===== config.mk =====
export PLATFORM = sky130hd
export DESIGN_NAME = spi_operand_rx
export DESIGN_NICKNAME = d
export VERILOG_FILES = /design/src/rtl/spi_operand_rx.sv
export SDC_FILE = /design/constraint.sdc
export NUM_CORES = 1
export LEC_CHECK = 0
export ABC_CLOCK_PERIOD_IN_PS = 2000
export BUFFER_PORTS_ARGS = -buffer_cell sky130_fd_sc_hd__buf_2
export CAP_MARGIN = 20
export CORE_MARGIN = 1.5
export CORE_UTILIZATION = 59
export CTS_BUF_LIST = sky130_fd_sc_hd__clkbuf_2
export CTS_CLUSTER_SIZE = 25
export DETAILED_ROUTE_END_ITERATION = 6
export GPL_TIMING_DRIVEN = 0
export PLACE_DENSITY = 0.8
export SYNTH_ARGS = -nofsm -noshare
export SYNTH_HDL_FRONTEND = slang
export SYNTH_SLANG_ARGS = --single-unit

===== constraint.sdc =====
create_clock -name clk -period 2 [get_ports clk]
set_input_delay 0.3 -clock clk [delete_from_list [all_inputs] [get_ports clk]]
set_output_delay 0.3 -clock clk [all_outputs]
set_load 0.05 [all_outputs]

===== src/rtl/spi_operand_rx.sv =====
// SPI-slave (mode 0) front end for the 4-bit adder: deserialises {cin, a, b} into
// registered operands with a valid strobe, and returns the captured {c_out, sum} on MISO.
module spi_operand_rx #(
  parameter int W           = 4,
  parameter int SYNC_STAGES = 2
) (
  input  logic         clk,
  input  logic         rst,
  input  logic         sclk,
  input  logic         cs_n,
  input  logic         mosi,
  output logic         miso,
  input  logic [W-1:0] sum,
  input  logic         c_out,
  output logic [W-1:0] op_a,
  output logic [W-1:0] op_b,
  output logic         op_cin,
  output logic         op_valid,
  output logic         frame_err
);

  localparam int FRAME_LEN = 2 * W + 1;
  localparam int CNT_W     = $clog2(FRAME_LEN + 1);
  localparam logic [CNT_W-1:0] LAST_IDX = CNT_W'(FRAME_LEN - 1);

  localparam logic [1:0] S_IDLE  = 2'd0;
  localparam logic [1:0] S_SHIFT = 2'd1;
  localparam logic [1:0] S_HOLD  = 2'd2;

  logic [SYNC_STAGES-1:0] r_sclk_sync;
  logic [SYNC_STAGES-1:0] r_cs_sync;
  logic [SYNC_STAGES-1:0] r_mosi_sync;
  logic                   r_sclk_prev;
  logic                   r_cs_prev;

  logic [SYNC_STAGES:0]   w_sclk_chain;
  logic [SYNC_STAGES:0]   w_cs_chain;
  logic [SYNC_STAGES:0]   w_mosi_chain;
  logic                   w_sclk_s;
  logic                   w_cs_s;
  logic                   w_mosi_s;
  logic                   w_sclk_rise;
  logic                   w_sclk_fall;
  logic                   w_cs_rise;
  logic                   w_cs_fall;

  logic [1:0]             r_state;
  logic [CNT_W-1:0]       r_bit_cnt;
  logic [2*W-1:0]         r_rx_shift;
  logic [2*W:0]           r_tx_shift;
  logic [W:0]             r_result_reg;
  logic [2*W:0]           w_frame;

  // Stage p0: input synchronisers. cs_n resets low so a frame already in flight is never entered.
  assign w_sclk_chain = {r_sclk_sync, sclk};
  assign w_cs_chain   = {r_cs_sync, cs_n};
  assign w_mosi_chain = {r_mosi_sync, mosi};

  always_ff @(posedge clk) begin
    if (rst) begin
      r_sclk_sync <= '0;
      r_cs_sync   <= '0;
      r_mosi_sync <= '0;
      r_sclk_prev <= 1'b0;
      r_cs_prev   <= 1'b0;
    end else begin
      r_sclk_sync <= w_sclk_chain[SYNC_STAGES-1:0];
      r_cs_sync   <= w_cs_chain[SYNC_STAGES-1:0];
      r_mosi_sync <= w_mosi_chain[SYNC_STAGES-1:0];
      r_sclk_prev <= w_sclk_s;
      r_cs_prev   <= w_cs_s;
    end
  end

  assign w_sclk_s    = r_sclk_sync[SYNC_STAGES-1];
  assign w_cs_s      = r_cs_sync[SYNC_STAGES-1];
  assign w_mosi_s    = r_mosi_sync[SYNC_STAGES-1];
  assign w_sclk_rise = w_sclk_s & ~r_sclk_prev;
  assign w_sclk_fall = ~w_sclk_s & r_sclk_prev;
  assign w_cs_rise   = w_cs_s & ~r_cs_prev;
  assign w_cs_fall   = ~w_cs_s & r_cs_prev;

  // The final bit is taken straight from the synchroniser so operands land on the last rise.
  assign w_frame = {r_rx_shift, w_mosi_s};

  // Stage p1: frame FSM, operand registers and result shift-out.
  always_ff @(posedge clk) begin
    if (rst) begin
      r_state    <= S_IDLE;
      r_bit_cnt  <= '0;
      r_rx_shift <= '0;
      r_tx_shift <= '0;
      op_a       <= '0;
      op_b       <= '0;
      op_cin     <= 1'b0;
      op_valid   <= 1'b0;
      frame_err  <= 1'b0;
    end else begin
      op_valid  <= 1'b0;
      frame_err <= 1'b0;
      case (r_state)
        S_IDLE: begin
          r_bit_cnt  <= '0;
          r_tx_shift <= {r_result_reg, {W{1'b0}}};
          if (w_cs_fall) begin
            r_state <= S_SHIFT;
          end
        end
        S_SHIFT: begin
          if (w_cs_rise) begin
            // A deselect coincident with the last rise still completes the frame.
            if (w_sclk_rise && (r_bit_cnt == LAST_IDX)) begin
              op_cin   <= w_frame[2*W];
              op_a     <= w_frame[2*W-1:W];
              op_b     <= w_frame[W-1:0];
              op_valid <= 1'b1;
            end else begin
              frame_err <= 1'b1;
            end
            r_state <= S_IDLE;
          end else if (w_sclk_rise) begin
            r_rx_shift <= w_frame[2*W-1:0];
            r_bit_cnt  <= r_bit_cnt + 1'b1;
            if (r_bit_cnt == LAST_IDX) begin
              op_cin   <= w_frame[2*W];
              op_a     <= w_frame[2*W-1:W];
              op_b     <= w_frame[W-1:0];
              op_valid <= 1'b1;
              r_state  <= S_HOLD;
            end
          end else if (w_sclk_fall) begin
            r_tx_shift <= {r_tx_shift[2*W-1:0], 1'b0};
          end
        end
        S_HOLD: begin
          r_tx_shift <= '0;
          if (w_cs_rise) begin
            r_state <= S_IDLE;
          end
        end
        default: begin
          r_state <= S_IDLE;
        end
      endcase
    end
  end

  // Stage p2: the adder settles during the op_valid cycle; capture its output at the end of it.
  always_ff @(posedge clk) begin
    if (rst) begin
      r_result_reg <= '0;
    end else if (op_valid) begin
      r_result_reg <= {c_out, sum};
    end
  end

  assign miso = ~w_cs_s & r_tx_shift[2*W];

endmodule


==> flow_summary.ini, run 1 <==
[cts]
clk_pin_slew_ns = 0.21
cts-buffers-inserted = 5
cts_max_level = 2
clock_sinks = 43
cts_tree = built
root_buffer = clkbuf_2
cts_resized = 0
post_cts_buffers = 0
clk_path_buf_depth = 2
clk_latency_ns = 0.40
hold_buffers = 0

[final_layout]
nNetsFinal = 211
stdcell_area_sq_um = 1950
seqCellArea_sq_um = 861
area_growth_pct = 11.9
num-fill-cells = 215
antenna_cells = 0
multi_input_area_sq_um = 823
drive_above_1_share_pct = 19.4
largest_register_ffs = 8

[critical_path]
r2r_cells = 8
slowest_stage = dfxtp_1
critPathMaxFanout = 10
worst-path-stages = 8
worstPathRequired_ns = 2.31
path_class = flip-flop to flip-flop
crit_chain = inv_1 -> ha_1 -> buf_6 -> nand3b_4 -> nor2b_2 -> buf_4 -> mux2i_1 -> nor2_1
cp_num_buf_inv = 3
cp_slowest_stage_delay_ns = 0.38
endpoint_kind = flip-flop
reg2reg_slack_ns = 0.26
crit_arrival_ns = 2.05
crit_family = buffers and inverters
r2r_end = r_rx_shift[3]
crit_start = r_state[1]
timing.rr.start = r_state[1]
crit_path_start_kind = flip-flop

[power_and_ir_drop]
swShare_pct = 26.9
power_switching_mw = 0.440
intPower_mw = 1.20
pwr-share-seq_pct = 55.2
powerDensity_nw_per_um2 = 838
combPwrFrac_pct = 15.0
power.clock.fraction_pct = 29.9
p_total_mw = 1.64
p_leak_nw = 0.760
peakVddDrop_uv = 821

[sta]
fmax_mhz = 573
setup_tns_ns = 0
final-max-slew-violation-count = 0
final.setup.worst_slack_ns = 0.256
period_needed_ns = 1.74
post-route-period-util_pct = 87.2
setup_viol = 0
slew_headroom_pct = 67.6
hold_violations = 0
skew_ns = 0.0124
rsz0062_at_grt = false
worst_pin_slew_ns = 0.487

[die]
io_pins = 22
rows = 19
die_h_um = 57.4
chipWidth_um = 57.4
dieArea_sq_um = 3290
start_util_pct = 62.7
core_sq_um = 2780

[yosys]
synthFlopType = dfxtp_1
yosysSeqAreaShare_pct = 49.4
ys_types = 35
netlist_instances = 168
ys_ff_latch = 43
synth_top_area_cell = dfxtp_1
syn_nets = 184
async_flop_share_pct = 0
synth_edf_count = 0
synthMostInstantiatedCell = dfxtp_1
syn_area_per_cell_sq_um = 10.4
synth_common_cells = dfxtp_1 (43), nor2_1 (30), mux2i_1 (23)
syn-cell-area_sq_um = 1740
synth_top_cell_area_share_pct = 49.4
synth_top_cells_by_area = dfxtp_1 (49%), mux2i_1 (13%), nor2_1 (6.5%), ha_1 (4.3%), nor2b_1 (3.6%)
yosys_warnings = 0

[route]
drc = 0
wire_per_inst_um = 13.3
firstDrtPassIters = 4
vias_per_cell = 5.37
drtIter0Drc = 21
totalWireLength_um = 3030
antenna_left = 0
vias = 1218

[grt]
antenna_found_initial = 0
grt_start_max_net_pins = 15
grt_pass1_wl_um = 5150
grt_pass1_vias = 1208
grtUsageTotal_pct = 20.5
grt_remaining_overflow = 0

[run_status]
status = finished, final reports clean

[worst_hold_path]
hp-start = cs_n
min-delay-path-class = input port to flip-flop
holdPathEnd = r_cs_sync[0]
hold_depth = 2

[placement]
placed_cell_area_sq_um = 1880
portBuffers = 20
place_congestion = 0.735
preCtsSetupSlack_ns = 0.276
hpwl_um = 2250

[run]
drv_cap = 0
cell families (layout without fill, tap and decap cells):
kind of cell	after synthesis	in the layout	synth area share, %
simple gates	68	68	22.5
flops	43	43	49.4
mux	23	23	13.2
compound gates	13	13	6.17
buf+inv	13	41	3.44
fa+ha+maj	6	6	4.30
xor+xnor	2	2	1.00
routing by layer:
metal  up-vias  wire length (um)  global-route usage, %
met5         -                 0                      0
met3         7               105                   4.76
met1       566              1390                   26.0
met4         0                61                   10.3
li1        623                 -                      -
met2        22              1480                   32.6
worst max path at each step:
stage,end
after CTS,r_rx_shift[3]
final,r_rx_shift[3]
after detailed placement,r_rx_shift[3]
after floorplan,r_bit_cnt[0]
after global placement,r_rx_shift[6]
after global routing,r_rx_shift[5]
power by group through the flow:
stage	Sequential (mW)	Clock (mW)	Combinational, mW
2_1_floorplan	0.917	0	0.192
4_1_cts	0.903	0.498	0.243
3_3_place_gp	0.918	0	0.232
6_report	0.903	0.489	0.245
3_5_place_dp	0.920	0	0.243
5_1_grt	0.908	0.537	0.269
final cells by class:
| type | instances | share of cell area, % |
|---|---|---|
| Clock inverter | 3 | 2.24 |
| Tap cell | 31 | 1.99 |
| Timing Repair Buffer | 20 | 5.13 |
| Buffer | 9 | 2.31 |
| Inverter | 4 | 0.769 |
| Sequential cell | 43 | 44.1 |
| Clock buffer | 5 | 1.28 |
| Multi-Input combinational cell | 112 | 42.2 |
cell usage in the layout (no fill, tap or decap), types with 2 or more instances in the layout:
master,instances
clkbuf_1,6
nand3b_4,2
nand2b_1,6
clkbuf_2,5
a311oi_1,4
nand3_1,4
nor2b_1,10
dfxtp_1,43
nand2_1,2
mux2i_1,23
xor2_1,2
nand3b_1,2
nor3_1,3
buf_2,20
inv_1,4
ha_1,6
a21oi_1,2
nor2_1,30
per-stage QoR:
stage	util [%]	hold slack, ns	std cells
2_1_floorplan	-	0.403	168
3_3_place_gp	67.7	0.413	219
3_5_place_dp	67.7	0.420	219
4_1_cts	70.2	0.0809	227
6_report	70.2	0.0897	227
5_1_grt	70.2	0.0822	227
Power figures use the tool's default switching activity.
==> inputs of run 2 (changes only) <==
Settings changed: BUFFER_PORTS_ARGS -buffer_cell sky130_fd_sc_hd__buf_2 to -buffer_cell sky130_fd_sc_hd__buf_4.
==> run 2 against run 1 <==
Net effect:
- die area unchanged
- wire length hardly changed
- non-clock buffer count unchanged
- count of clock-buffer cells in the layout unchanged
- critical path type unchanged
- largest cell class unchanged
- highest routed layer unchanged
==> flow_summary.ini, run 2 (synthesized netlist as in run 1, its figures left out) <==
[sta]
final.setup.worst_slack_ns = 0.260
setup_viol = 0
rsz0062_at_grt = false
period_needed_ns = 1.74
setup_tns_ns = 0
final-max-slew-violation-count = 0
hold_violations = 0
post-route-period-util_pct = 87.0
slew_headroom_pct = 64.8
skew_ns = 0.0135
worst_pin_slew_ns = 0.528
fmax_mhz = 575

[route]
totalWireLength_um = 3030
vias_per_cell = 5.44
vias = 1234
wire_per_inst_um = 13.3
drc = 0
firstDrtPassIters = 4
antenna_left = 0
drtIter0Drc = 30

[placement]
portBuffers = 20
place_congestion = 0.744
hpwl_um = 2170
preCtsSetupSlack_ns = 0.280
placed_cell_area_sq_um = 1930

[grt]
antenna_found_initial = 0
grt_start_max_net_pins = 15
grtUsageTotal_pct = 20.6
grt_pass1_wl_um = 5070
grt_remaining_overflow = 0
grt_pass1_vias = 1144

[cts]
hold_buffers = 0
cts_max_level = 2
clock_sinks = 43
clk_path_buf_depth = 2
cts-buffers-inserted = 5
clk_pin_slew_ns = 0.22
post_cts_buffers = 0
cts_tree = built
clk_latency_ns = 0.41
root_buffer = clkbuf_2
cts_resized = 0

[final_layout]
stdcell_area_sq_um = 1980
final_core_util_pct = 71.1
area_growth_pct = 13.4
largest_register_ffs = 8
drive_above_1_share_pct = 18.9
nNetsFinal = 211
mostFrequentLayoutCells = dfxtp_1 (43), nor2_1 (30), mux2i_1 (23), buf_4 (21), nor2b_1 (10)
layout_commonest_cell = dfxtp_1
antenna_cells = 0
num-fill-cells = 220

[die]
rows = 19
die_h_um = 57.4
chipWidth_um = 57.4
start_util_pct = 62.7
dieArea_sq_um = 3290
io_pins = 22
core_sq_um = 2780

[critical_path]
crit_start = r_state[1]
critPathMaxFanout = 10
endpoint_kind = flip-flop
crit_path_start_kind = flip-flop
worstPathRequired_ns = 2.31
path_class = flip-flop to flip-flop
crit_arrival_ns = 2.05
timing.rr.start = r_state[1]

[run]
drv_cap = 0

[run_status]
status = finished, final reports clean

[power_and_ir_drop]
powerDensity_nw_per_um2 = 770
peakVddDrop_uv = 586
p_leak_nw = 0.749

[worst_hold_path]
hp-start = sclk
min-delay-path-class = input port to flip-flop
[run 2: report_power, final]
group | internal (mW) | leakage (nW) | total [mW] | switching, mW
clock network | 0.0840 | 0.0266 | 0.369 | 0.285
registers | 0.886 | 0.348 | 0.902 | 0.0155
logic | 0.104 | 0.374 | 0.252 | 0.149
total | 1.07 | 0.749 | 1.52 | 0.449
[run 2: worst paths after layout]
path         cells past startpoint             end  slack (ns)
min reg2reg                      1       frame_err        0.46
max                              8   r_rx_shift[7]        0.26
max reg2reg                      8   r_rx_shift[7]        0.26
min                              2  r_sclk_sync[0]        0.07
[run 2: stage by stage]
stage / hold WS (ns) / power, mW / instances
after CTS: 0.0462 / 1.54 / 227
after detailed placement: 0.425 / 1.17 / 219
final: 0.0717 / 1.52 / 227
after floorplan: 0.403 / 1.11 / 168
after global placement: 0.413 / 1.16 / 219
after global routing: 0.0144 / 1.59 / 227
[run 2: layout make-up]
type | count | area, sq um | share of cell area, %
Clock inverter | 3 | 20.0 | 1.01
Buffer | 9 | 45.0 | 2.28
Clock buffer | 5 | 25.0 | 1.27
Multi-Input combinational cell | 112 | 823 | 41.6
Timing Repair Buffer | 20 | 150 | 7.59
Tap cell | 31 | 38.8 | 1.96
Inverter | 4 | 15.0 | 0.759
Sequential cell | 43 | 861 | 43.5
[run 2: worst max-delay path, stage by stage, from the launching register on]
cell and delay (ns):
dfxtp_1 0.38, inv_1 0.12, ha_1 0.18, buf_6 0.15, nand3b_4 0.11, nor2b_2 0.19
buf_4 0.24, mux2i_1 0.21, nor2_1 0.06
[run 2: routing by layer]
layer  part of all wire [%]  global-route usage [%]
met1                     46                    25.2
met2                     48                    32.5
met3                    4.4                    7.71
met4                    1.5                    8.64
met5                      0                       0
==> inputs of run 3 (changes only) <==
Settings changed: CORE_UTILIZATION 59 to 45, CTS_BUF_LIST sky130_fd_sc_hd__clkbuf_2 to sky130_fd_sc_hd__clkbuf_16, PLACE_DENSITY 0.8 to 0.64.
==> run 3 against run 2 <==
Net effect:
- sequential power is essentially flat
- count of clock-buffer cells in the layout is the same
- final cell count grew 6.6%
- combinational power is essentially flat
- die area grew 29%
- worst setup slack gained 0.033 ns
- via count shrank 2.6%
- register-to-register slack gained 0.03 ns
- fmax grew 1.9%
- clock skew shrank 0.011 ns
==> flow_summary.ini, run 3 (synthesized netlist as in run 1, its figures left out) <==
[route]
vias = 1202
vias_per_cell = 4.97
wire_per_inst_um = 12.9
drtIter0Drc = 48
firstDrtPassIters = 4
totalWireLength_um = 3120
drc = 0
antenna_left = 0

[final_layout]
antenna_cells = 0
seqCellArea_sq_um = 861
num-fill-cells = 352
nNetsFinal = 211
drive_above_1_share_pct = 18.0
mostFrequentLayoutCells = dfxtp_1 (43), nor2_1 (30), mux2i_1 (23), buf_4 (21), nor2b_1 (10)
stdcell_area_sq_um = 2080
multi_input_area_sq_um = 823
largest_register_ffs = 8
layout_commonest_cell = dfxtp_1
final_cell_count_no_fill = 242
area_growth_pct = 19.4

[cts]
cts_tree = built
post_cts_buffers = 0
clk_latency_ns = 0.28
clock_sinks = 43
clk_pin_slew_ns = 0.05
root_buffer = clkbuf_16
clk_path_buf_depth = 2
hold_buffers = 0
cts_max_level = 2
cts-buffers-inserted = 5
cts_resized = 0

[sta]
fmax_mhz = 586
hold_violations = 0
period_needed_ns = 1.71
setup_tns_ns = 0
setup_viol = 0
post-route-period-util_pct = 85.4
worst_hold_slack_ns = 0.230
final-max-slew-violation-count = 0
worst_pin_slew_ns = 0.498
rsz0062_at_grt = false
skew_ns = 0.00235
slew_headroom_pct = 66.8

[critical_path]
worstPathRequired_ns = 2.15
cp_slowest_stage_delay_ns = 0.33
cp_num_buf_inv = 3
critPathMaxFanout = 10
crit_path_start_kind = flip-flop
slowest_stage = dfxtp_1
crit_chain = inv_1 -> ha_1 -> buf_6 -> nand3b_4 -> nor2b_2 -> buf_4 -> mux2i_1 -> nor2_1
path_class = flip-flop to flip-flop
crit_arrival_ns = 1.86
crit_family = buffers and inverters
endpoint_kind = flip-flop

[power_and_ir_drop]
intPower_mw = 1.43
p_total_mw = 1.88
powerDensity_nw_per_um2 = 903
swShare_pct = 23.9
p_leak_nw = 0.789
power_switching_mw = 0.450
combPwrFrac_pct = 13.3
power.clock.fraction_pct = 38.8
pwr-share-seq_pct = 48.0
peakVddDrop_uv = 566

[die]
dieArea_sq_um = 4260
io_pins = 22
start_util_pct = 47.3
die_h_um = 65.3
rows = 22
chipWidth_um = 65.3
core_sq_um = 3690

[grt]
grtUsageTotal_pct = 17.4
grt_start_max_net_pins = 12
grt_pass1_vias = 1282
antenna_found_initial = 0
grt_pass1_wl_um = 5680
grt_remaining_overflow = 0

[worst_hold_path]
min-delay-path-class = input port to flip-flop

[placement]
place_inst = 236
place_congestion = 0.728
hpwl_um = 2300
portBuffers = 20
placed_cell_area_sq_um = 1950

[run_status]
status = finished, final reports clean

[run]
drv_cap = 0
-- run 3: cell types whose count changed in the layout (fill, tap and decap cells not counted) --
cell / previous run / this run
clkbuf_16: 0 / 5
clkbuf_2: 5 / 0
clkinv_1: 1 / 0
clkinv_4: 1 / 0
clkinvlp_4: 1 / 0
inv_1: 4 / 5
-- run 3: per-stage QoR --
stage	worst slack (ns)	utilization, %
after floorplan	0.501	-
after global placement	0.368	53.0
after detailed placement	0.307	53.0
after CTS	0.294	56.5
after global routing	0.169	56.5
final	0.293	56.5
-- run 3: power groups by stage --
stage	Combinational, mW	Sequential, mW	Clock [mW]
after floorplan	0.192	0.917	0
after detailed placement	0.250	0.921	0
after global routing	0.276	0.906	0.786
after CTS	0.252	0.903	0.748
after global placement	0.242	0.918	0
final	0.249	0.902	0.729
-- run 3: cell type report --
type	count	share of cell area, %
multi-input combinational	112	39.5
buffer	9	2.16
clock inverter	1	0.180
inverter	4	0.721
tap	48	2.88
sequential	43	41.3
timing repair buffer	20	7.21
clock buffer	5	6.01
-- run 3: final timing paths --
path / startpoint / to / slack [ns] / cells past startpoint
worst max-delay path: r_state[1] / r_rx_shift[3] / 0.29 / 8
worst min register to register: r_sclk_sync[0] / r_sclk_sync[1] / 0.43 / 1
worst max register to register: r_state[1] / r_rx_shift[3] / 0.29 / 8
worst min-delay path: sclk / r_sclk_sync[0] / 0.23 / 2
-- run 3: per-layer routing --
layer | global-route usage, % | up-vias | wire [um]
met3 | 4.11 | 5 | 89
met1 | 20.5 | 569 | 1420
li1 | - | 612 | -
met4 | 7.81 | 0 | 49
met5 | 0 | - | 0
met2 | 30.0 | 16 | 1560
